**config.mk**
```make
export PLATFORM = sky130hd
export DESIGN_NAME = alu_mc
export DESIGN_NICKNAME = d
export VERILOG_FILES = /design/src/rtl/alu_mc_pkg.sv /design/src/rtl/alu_mc_iter.sv /design/src/rtl/alu_mc.sv
export SDC_FILE = /design/constraint.sdc
export NUM_CORES = 1
export LEC_CHECK = 0
export CORE_MARGIN = 3
export CORE_UTILIZATION = 54
export CTS_BUF_LIST = sky130_fd_sc_hd__clkbuf_4 sky130_fd_sc_hd__clkbuf_8
export DETAILED_ROUTE_END_ITERATION = 16
export PLACE_DENSITY = 0.83
export RECOVER_POWER = 100
export SLEW_MARGIN = 10
export SYNTH_ARGS = -nofsm -noshare
export SYNTH_HDL_FRONTEND = slang
export SYNTH_HIERARCHICAL = 1
export SYNTH_SLANG_ARGS = --single-unit
```
**constraint.sdc**
```tcl
create_clock -name CLK -period 2.14 [get_ports CLK]
set_input_delay 0.535 -clock CLK [delete_from_list [all_inputs] [get_ports CLK]]
set_output_delay 0.535 -clock CLK [all_outputs]
set_load 0.05 [all_outputs]
```
**src/rtl/alu_mc_pkg.sv**
```systemverilog
// Shared opcodes and FSM state type for the multi-cycle ALU.
package alu_mc_pkg;

    localparam logic [2:0] OP_FWD = 3'd0;
    localparam logic [2:0] OP_ADD = 3'd1;
    localparam logic [2:0] OP_AND = 3'd2;
    localparam logic [2:0] OP_OR  = 3'd3;
    localparam logic [2:0] OP_MUL = 3'd4;
    localparam logic [2:0] OP_SLL = 3'd5;
    localparam logic [2:0] OP_SRL = 3'd6;
    localparam logic [2:0] OP_SRA = 3'd7;

    typedef enum logic {
        IDLE = 1'b0,
        RUN  = 1'b1
    } state_t;

    function automatic logic is_shift(input logic [2:0] op);
        return (op == OP_SLL) || (op == OP_SRL) || (op == OP_SRA);
    endfunction

endpackage

```
**src/rtl/alu_mc_iter.sv**
```systemverilog
// Iterative datapath: shift-add multiply and one-bit-per-cycle shifts.
module alu_mc_iter
    import alu_mc_pkg::*;
#(
    parameter int WIDTH = 8,
    parameter int SHW   = $clog2(WIDTH)
) (
    input  logic             clk,
    input  logic             rst,
    input  logic             load_i,
    input  logic             run_i,
    input  logic [2:0]       op_i,
    input  logic [WIDTH-1:0] a_i,
    input  logic [WIDTH-1:0] b_i,
    input  logic [SHW-1:0]   n_i,
    output logic [WIDTH-1:0] step_o,
    output logic             last_o
);

    localparam int CW = SHW + 1;

    logic [2:0]       op_q;
    logic [CW-1:0]    cnt_q;
    logic [CW-1:0]    cnt_d;
    logic [WIDTH-1:0] acc_q;
    logic [WIDTH-1:0] mcand_q;
    logic [WIDTH-1:0] mplier_q;

    always_comb begin
        case (op_q)
            OP_MUL:  step_o = acc_q + (mplier_q[0] ? mcand_q : '0);
            OP_SLL:  step_o = acc_q << 1;
            OP_SRL:  step_o = acc_q >> 1;
            default: step_o = {acc_q[WIDTH-1], acc_q[WIDTH-1:1]};
        endcase
    end

    always_comb begin
        cnt_d = cnt_q;
        if (load_i) begin
            cnt_d = (op_i == OP_MUL) ? CW'(WIDTH) : {1'b0, n_i};
        end else if (run_i && (cnt_q != '0)) begin
            cnt_d = cnt_q - 1'b1;
        end
    end

    // The final step is folded into the result register by the top level.
    assign last_o = (cnt_q == CW'(1));

    always_ff @(posedge clk or posedge rst) begin
        if (rst) begin
            cnt_q <= '0;
            op_q  <= OP_FWD;
        end else begin
            cnt_q <= cnt_d;
            if (load_i) begin
                op_q <= op_i;
            end
        end
    end

    always_ff @(posedge clk) begin
        if (load_i) begin
            acc_q    <= (op_i == OP_MUL) ? '0 : a_i;
            mcand_q  <= a_i;
            mplier_q <= b_i;
        end else if (run_i) begin
            acc_q    <= step_o;
            mcand_q  <= mcand_q << 1;
            mplier_q <= mplier_q >> 1;
        end
    end

endmodule

```
**src/rtl/alu_mc.sv**
```systemverilog
// Multi-cycle ALU top: control FSM, single-cycle ops and registered outputs.
module alu_mc
    import alu_mc_pkg::*;
#(
    parameter int WIDTH = 8,
    parameter int SHW   = $clog2(WIDTH)
) (
    input  logic             CLK,
    input  logic             RESET,
    input  logic             start,
    input  logic [WIDTH-1:0] data1,
    input  logic [WIDTH-1:0] data2,
    input  logic [2:0]       select,
    output logic [WIDTH-1:0] result,
    output logic             zero,
    output logic             busy,
    output logic             done
);

    state_t           state_q;
    logic [WIDTH-1:0] result_q;
    logic             zero_q;
    logic             busy_q;
    logic             done_q;

    logic [SHW-1:0]   shamt;
    logic             multi;
    logic             load;
    logic [WIDTH-1:0] res_d;
    logic [WIDTH-1:0] step;
    logic             last;

    assign shamt = data2[SHW-1:0];
    assign multi = (select == OP_MUL) || (is_shift(select) && (shamt != '0));
    assign load  = start && (state_q == IDLE) && multi;

    // Zero-distance shifts fall through to the default and return A unchanged.
    always_comb begin
        case (select)
            OP_FWD:  res_d = data2;
            OP_ADD:  res_d = data1 + data2;
            OP_AND:  res_d = data1 & data2;
            OP_OR:   res_d = data1 | data2;
            default: res_d = data1;
        endcase
    end

    alu_mc_iter #(
        .WIDTH (WIDTH),
        .SHW   (SHW)
    ) u_iter (
        .clk    (CLK),
        .rst    (RESET),
        .load_i (load),
        .run_i  (state_q == RUN),
        .op_i   (select),
        .a_i    (data1),
        .b_i    (data2),
        .n_i    (shamt),
        .step_o (step),
        .last_o (last)
    );

    always_ff @(posedge CLK or posedge RESET) begin
        if (RESET) begin
            state_q  <= IDLE;
            result_q <= '0;
            zero_q   <= 1'b1;
            busy_q   <= 1'b0;
            done_q   <= 1'b0;
        end else begin
            done_q <= 1'b0;
            case (state_q)
                IDLE: begin
                    if (start) begin
                        if (multi) begin
                            state_q <= RUN;
                            busy_q  <= 1'b1;
                        end else begin
                            result_q <= res_d;
                            zero_q   <= (res_d == '0);
                            done_q   <= 1'b1;
                        end
                    end
                end
                RUN: begin
                    if (last) begin
                        result_q <= step;
                        zero_q   <= (step == '0);
                        done_q   <= 1'b1;
                        busy_q   <= 1'b0;
                        state_q  <= IDLE;
                    end
                end
                default: state_q <= IDLE;
            endcase
        end
    end

    assign result = result_q;
    assign zero   = zero_q;
    assign busy   = busy_q;
    assign done   = done_q;

endmodule

```
==> out/metrics.csv <==
stage,metric,value,unit
status,status,finished with violations,
status,violated checks,setup timing,
floorplan,Core Box Area,6030,sq um
drt,drt total wl,14100,microns
critical_path,worst path required time,2380,ps
clock_network,CTS buffer count,5,
drt,DR vias,3945,
power_and_ir_drop,Pwr Total,8190,uW
global_routing,Overflow after GRT,0,
sta,Final Cycle Share,128,%
yosys,asr flop ratio synth,44.2,%
cells_and_area,ratio of cells with drive above 1 in the final layout,43.2,%
global_routing,global-route wire length before repair,19900,microns
floorplan,Initial Util,56.6,%
cells_and_area,Final Util,86.5,%
yosys,Mean Syn Cell Area,9.23,sq um
sta,setup violators final,60,
yosys,post-synthesis register bit count,43,
sta,Max Fclk,366,MHz
cells_and_area,ant diodes,0,
critical_path,Critical path origin,u_iter/mplier_q[0]$_DFFE_PP_,
yosys,cell taking the most area after synthesis,edfxtp_1,
yosys,main flop type after synthesis,edfxtp_1,
sta,Final Hold Vio Count,0,
power_and_ir_drop,Static Leak,0.00232,uW
clock_network,Worst-path clk slew,90,ps
cells_and_area,fin nets,559,
drt,DRT met1 WL,4940,microns
cells_and_area,fin cells,586,
sta,crit path time final,2730,ps
power_and_ir_drop,peak supply drop,1.16,mV
clock_network,root buf cell,clkbuf_8,
sta,final slew viol count,0,
critical_path,Reg-to-Reg Start,u_iter/mplier_q[0]$_DFFE_PP_,
yosys,cells after synthesis,370,
critical_path,crit start category,flop,
critical_path,critical path data arrival time,2970,ps
drt,met3 WL,1240,microns
placed_design,Buffers on Ports,32,
sta,Worst Slack Setup Final,-591,ps
yosys,Synth top area share,21.1,%
sta,Max-slew headroom,59.8,%
floorplan,Die Footprint,7310,sq um
sta,RSZ-0062 raised after global routing,yes,
global_routing,number of global-route vias before repair,3834,
clock_network,CTS tree,built,
power_and_ir_drop,combinational share of power,67.7,%
drt,DR pass1 iterations,5,
sta,clk_skew,10.1,ps
drt,# DRC,0,
critical_path,Reg2Reg Setup Slack,-590,ps
global_routing,Total GRT Usage,35.1,%
drt,Antenna Nets Post-Route,0,
min_path,hold crit path type,reg2reg,
yosys,number of synthesized flops with an enable pin,24,
floorplan,Die Ht,85.5,microns
critical_path,Crit. End Element,flop,
floorplan,I/O pins,33,
yosys,Syn Std Cell Area,3410,sq um
placed_design,detailed placement HPWL,7890,microns
yosys,Ys Warns,6,
min_path,hold path start,result[0]$_DFFE_PP0P_,
power_and_ir_drop,sw frac,44.5,%
clock_network,Worst-Skew Late Latency,310,ps
drt,uppermost layer routed,met4,
placed_design,routability cong.,0.960,
power_and_ir_drop,Net Sw Power,3640,uW
critical_path,kind of critical path,reg2reg,
drt,drt wl/cell,24.1,microns
drt,drt initial violations,520,
yosys,Synth top cells by count,"35 x inv_1, 35 x nand2_1, 25 x ha_1",
power_and_ir_drop,Clock Power Share,9.8,%
clock_network,Max Root-Sink Buffers,2,
yosys,top post-synthesis cells by area,"edfxtp_1 21%, dfrtp_1 13%, ha_1 9.2%",
power_and_ir_drop,pwr dens,1570,nW/um^2
floorplan,Core Rows,28,
yosys,Mapped Nets,419,
yosys,Netlist cell types,72,
clock_network,Clock Sinks,43,
floorplan,Horiz. Die Dim,85.5,microns
global_routing,initial antenna violation count,0,
global_routing,pin count of the biggest net entering global routing,25,
drt,DR WL met2,6910,microns
yosys,sequential area share after synthesis,35.1,%
placed_design,Placed Cells,562,
cells_and_area,Layout area overhead,52.7,%
drt,Via density,6.73,
run,max-cap violation count,0,
power_and_ir_drop,Cell Int Power,4540,uW
clock_network,# hold bufs at CTS,0,
clock_network,H-tree depth,2,
power_and_ir_drop,Flop pwr share,22.4,%
critical_path,crit path max fanout,5,
sta,actual slew at the worst max-slew pin,595,ps
## cells in the final DEF, fill, tap and decap left out, drive strengths merged, types with 3 or more instances in the layout
cell type	netlist	routed
a2111oi	3	3
a211oi	3	3
ha	25	25
a221oi	3	3
o211ai	3	3
o221ai	5	5
buf	6	114
clkbuf	7	7
xnor2	4	4
dlygate4sd2	0	3
o21ai	27	27
mux2i	8	8
a21o	5	5
clkdlybuf4s50	0	23
nand2	35	35
and2	11	11
o2bb2ai	3	3
dlymetal6s2s	0	4
o22ai	3	3
o21a	4	4
nor2b	6	6
inv	39	39
dfrtp	18	18
nor3	7	7
nand2b	3	3
mux2	15	15
a21oi	22	22
nand3	14	14
nor2	19	19
edfxtp	24	24
and3	5	5
a31oi	3	3
## worst paths after layout
check | depth (start not counted) | end
max in group asynchronous | 2 | result[2]$_DFFE_PP0P_
worst min-delay path | 2 | result[0]$_DFFE_PP0P_
min in group asynchronous | 2 | u_iter/op_q[1]$_DFFE_PP0P_
worst max register to register | 13 | zero$_DFFE_PP1P_
worst min register to register | 2 | result[0]$_DFFE_PP0P_
worst max-delay path | 13 | zero$_DFFE_PP1P_
## power by group through the flow
stage	combinational [uW]	sequential [uW]	clock [uW]
floorplan	2040	1980	0
global placement	3720	1730	0
detailed placement	3920	1760	0
CTS	4560	1770	771
global route	5790	1860	826
finish	5550	1830	806
## metrics by stage
| step | setup TNS, ps | setup WS [ps] | hold slack [ps] | cell area [sq um] |
|---|---|---|---|---|
| 2_1_floorplan | -149 | -139 | 338 | 3430 |
| 3_3_place_gp | -18460 | -649 | 476 | 4520 |
| 3_5_place_dp | -21740 | -765 | 483 | 4520 |
| 4_1_cts | -2670 | -402 | 524 | 4940 |
| 5_1_grt | -7010 | -715 | 558 | 5210 |
| 6_report | -9930 | -591 | 542 | 5210 |
## critical path, stage by stage, from the launching register on
cell and delay [ps]:
edfxtp_1 470, and2_4 200, ha_4 130, inv_2 40, fa_2 380, nor2b_4 140
o31a_1 220, a211o_1 170, a21oi_4 80, nor3_1 390, nand3_1 170, nor2_2 150
a21oi_2 60, o31ai_2 60
## kinds of logic (layout without fill, tap and decap cells)
logic type | Yosys count | in the layout | synth area share [%]
AOI/OAI and AO/OA | 105 | 105 | 22.3
xor gates and xnor gates | 6 | 6 | 1.54
adders and majority gates | 27 | 27 | 10.3
buffers and inverters | 52 | 193 | 6.23
DFF | 43 | 43 | 35.1
muxes | 23 | 23 | 7.29
and+or+nand+nor | 114 | 114 | 17.2
## final cells by class
class	instances	area [sq um]
clock buffers	6	76.3
repair buffers	146	1230
multi-input cells	275	2400
inverters	39	149
flip-flops and latches	43	1200
clock inverters	2	60.1
fillers	272	812
well taps	75	93.8
## repair_timing
item                                   4_1_cts  5_1_grt
endpoints found under the hold margin        0        0
pin swaps                                   33       21
setup endpoints to repair                   56       54
resized for setup                           48       51
setup buffers                               10       11
## registers in the layout, indices dropped and copies added (netlist names)
signal	count
busy	1
u_iter/op_q	3
u_iter/mcand_q	8
result	8
u_iter/cnt_q	4
done	1
state_q	1
zero	1
u_iter/mplier_q	8
u_iter/acc_q	8
## per-layer routing
metal	track usage, %	vias to the layer above
met5	0	-
met4	18.0	0
met3	6.63	113
met2	61.7	346
met1	40.6	1858
li1	-	1628
Note: power is estimated with default switching activity, not from simulation.
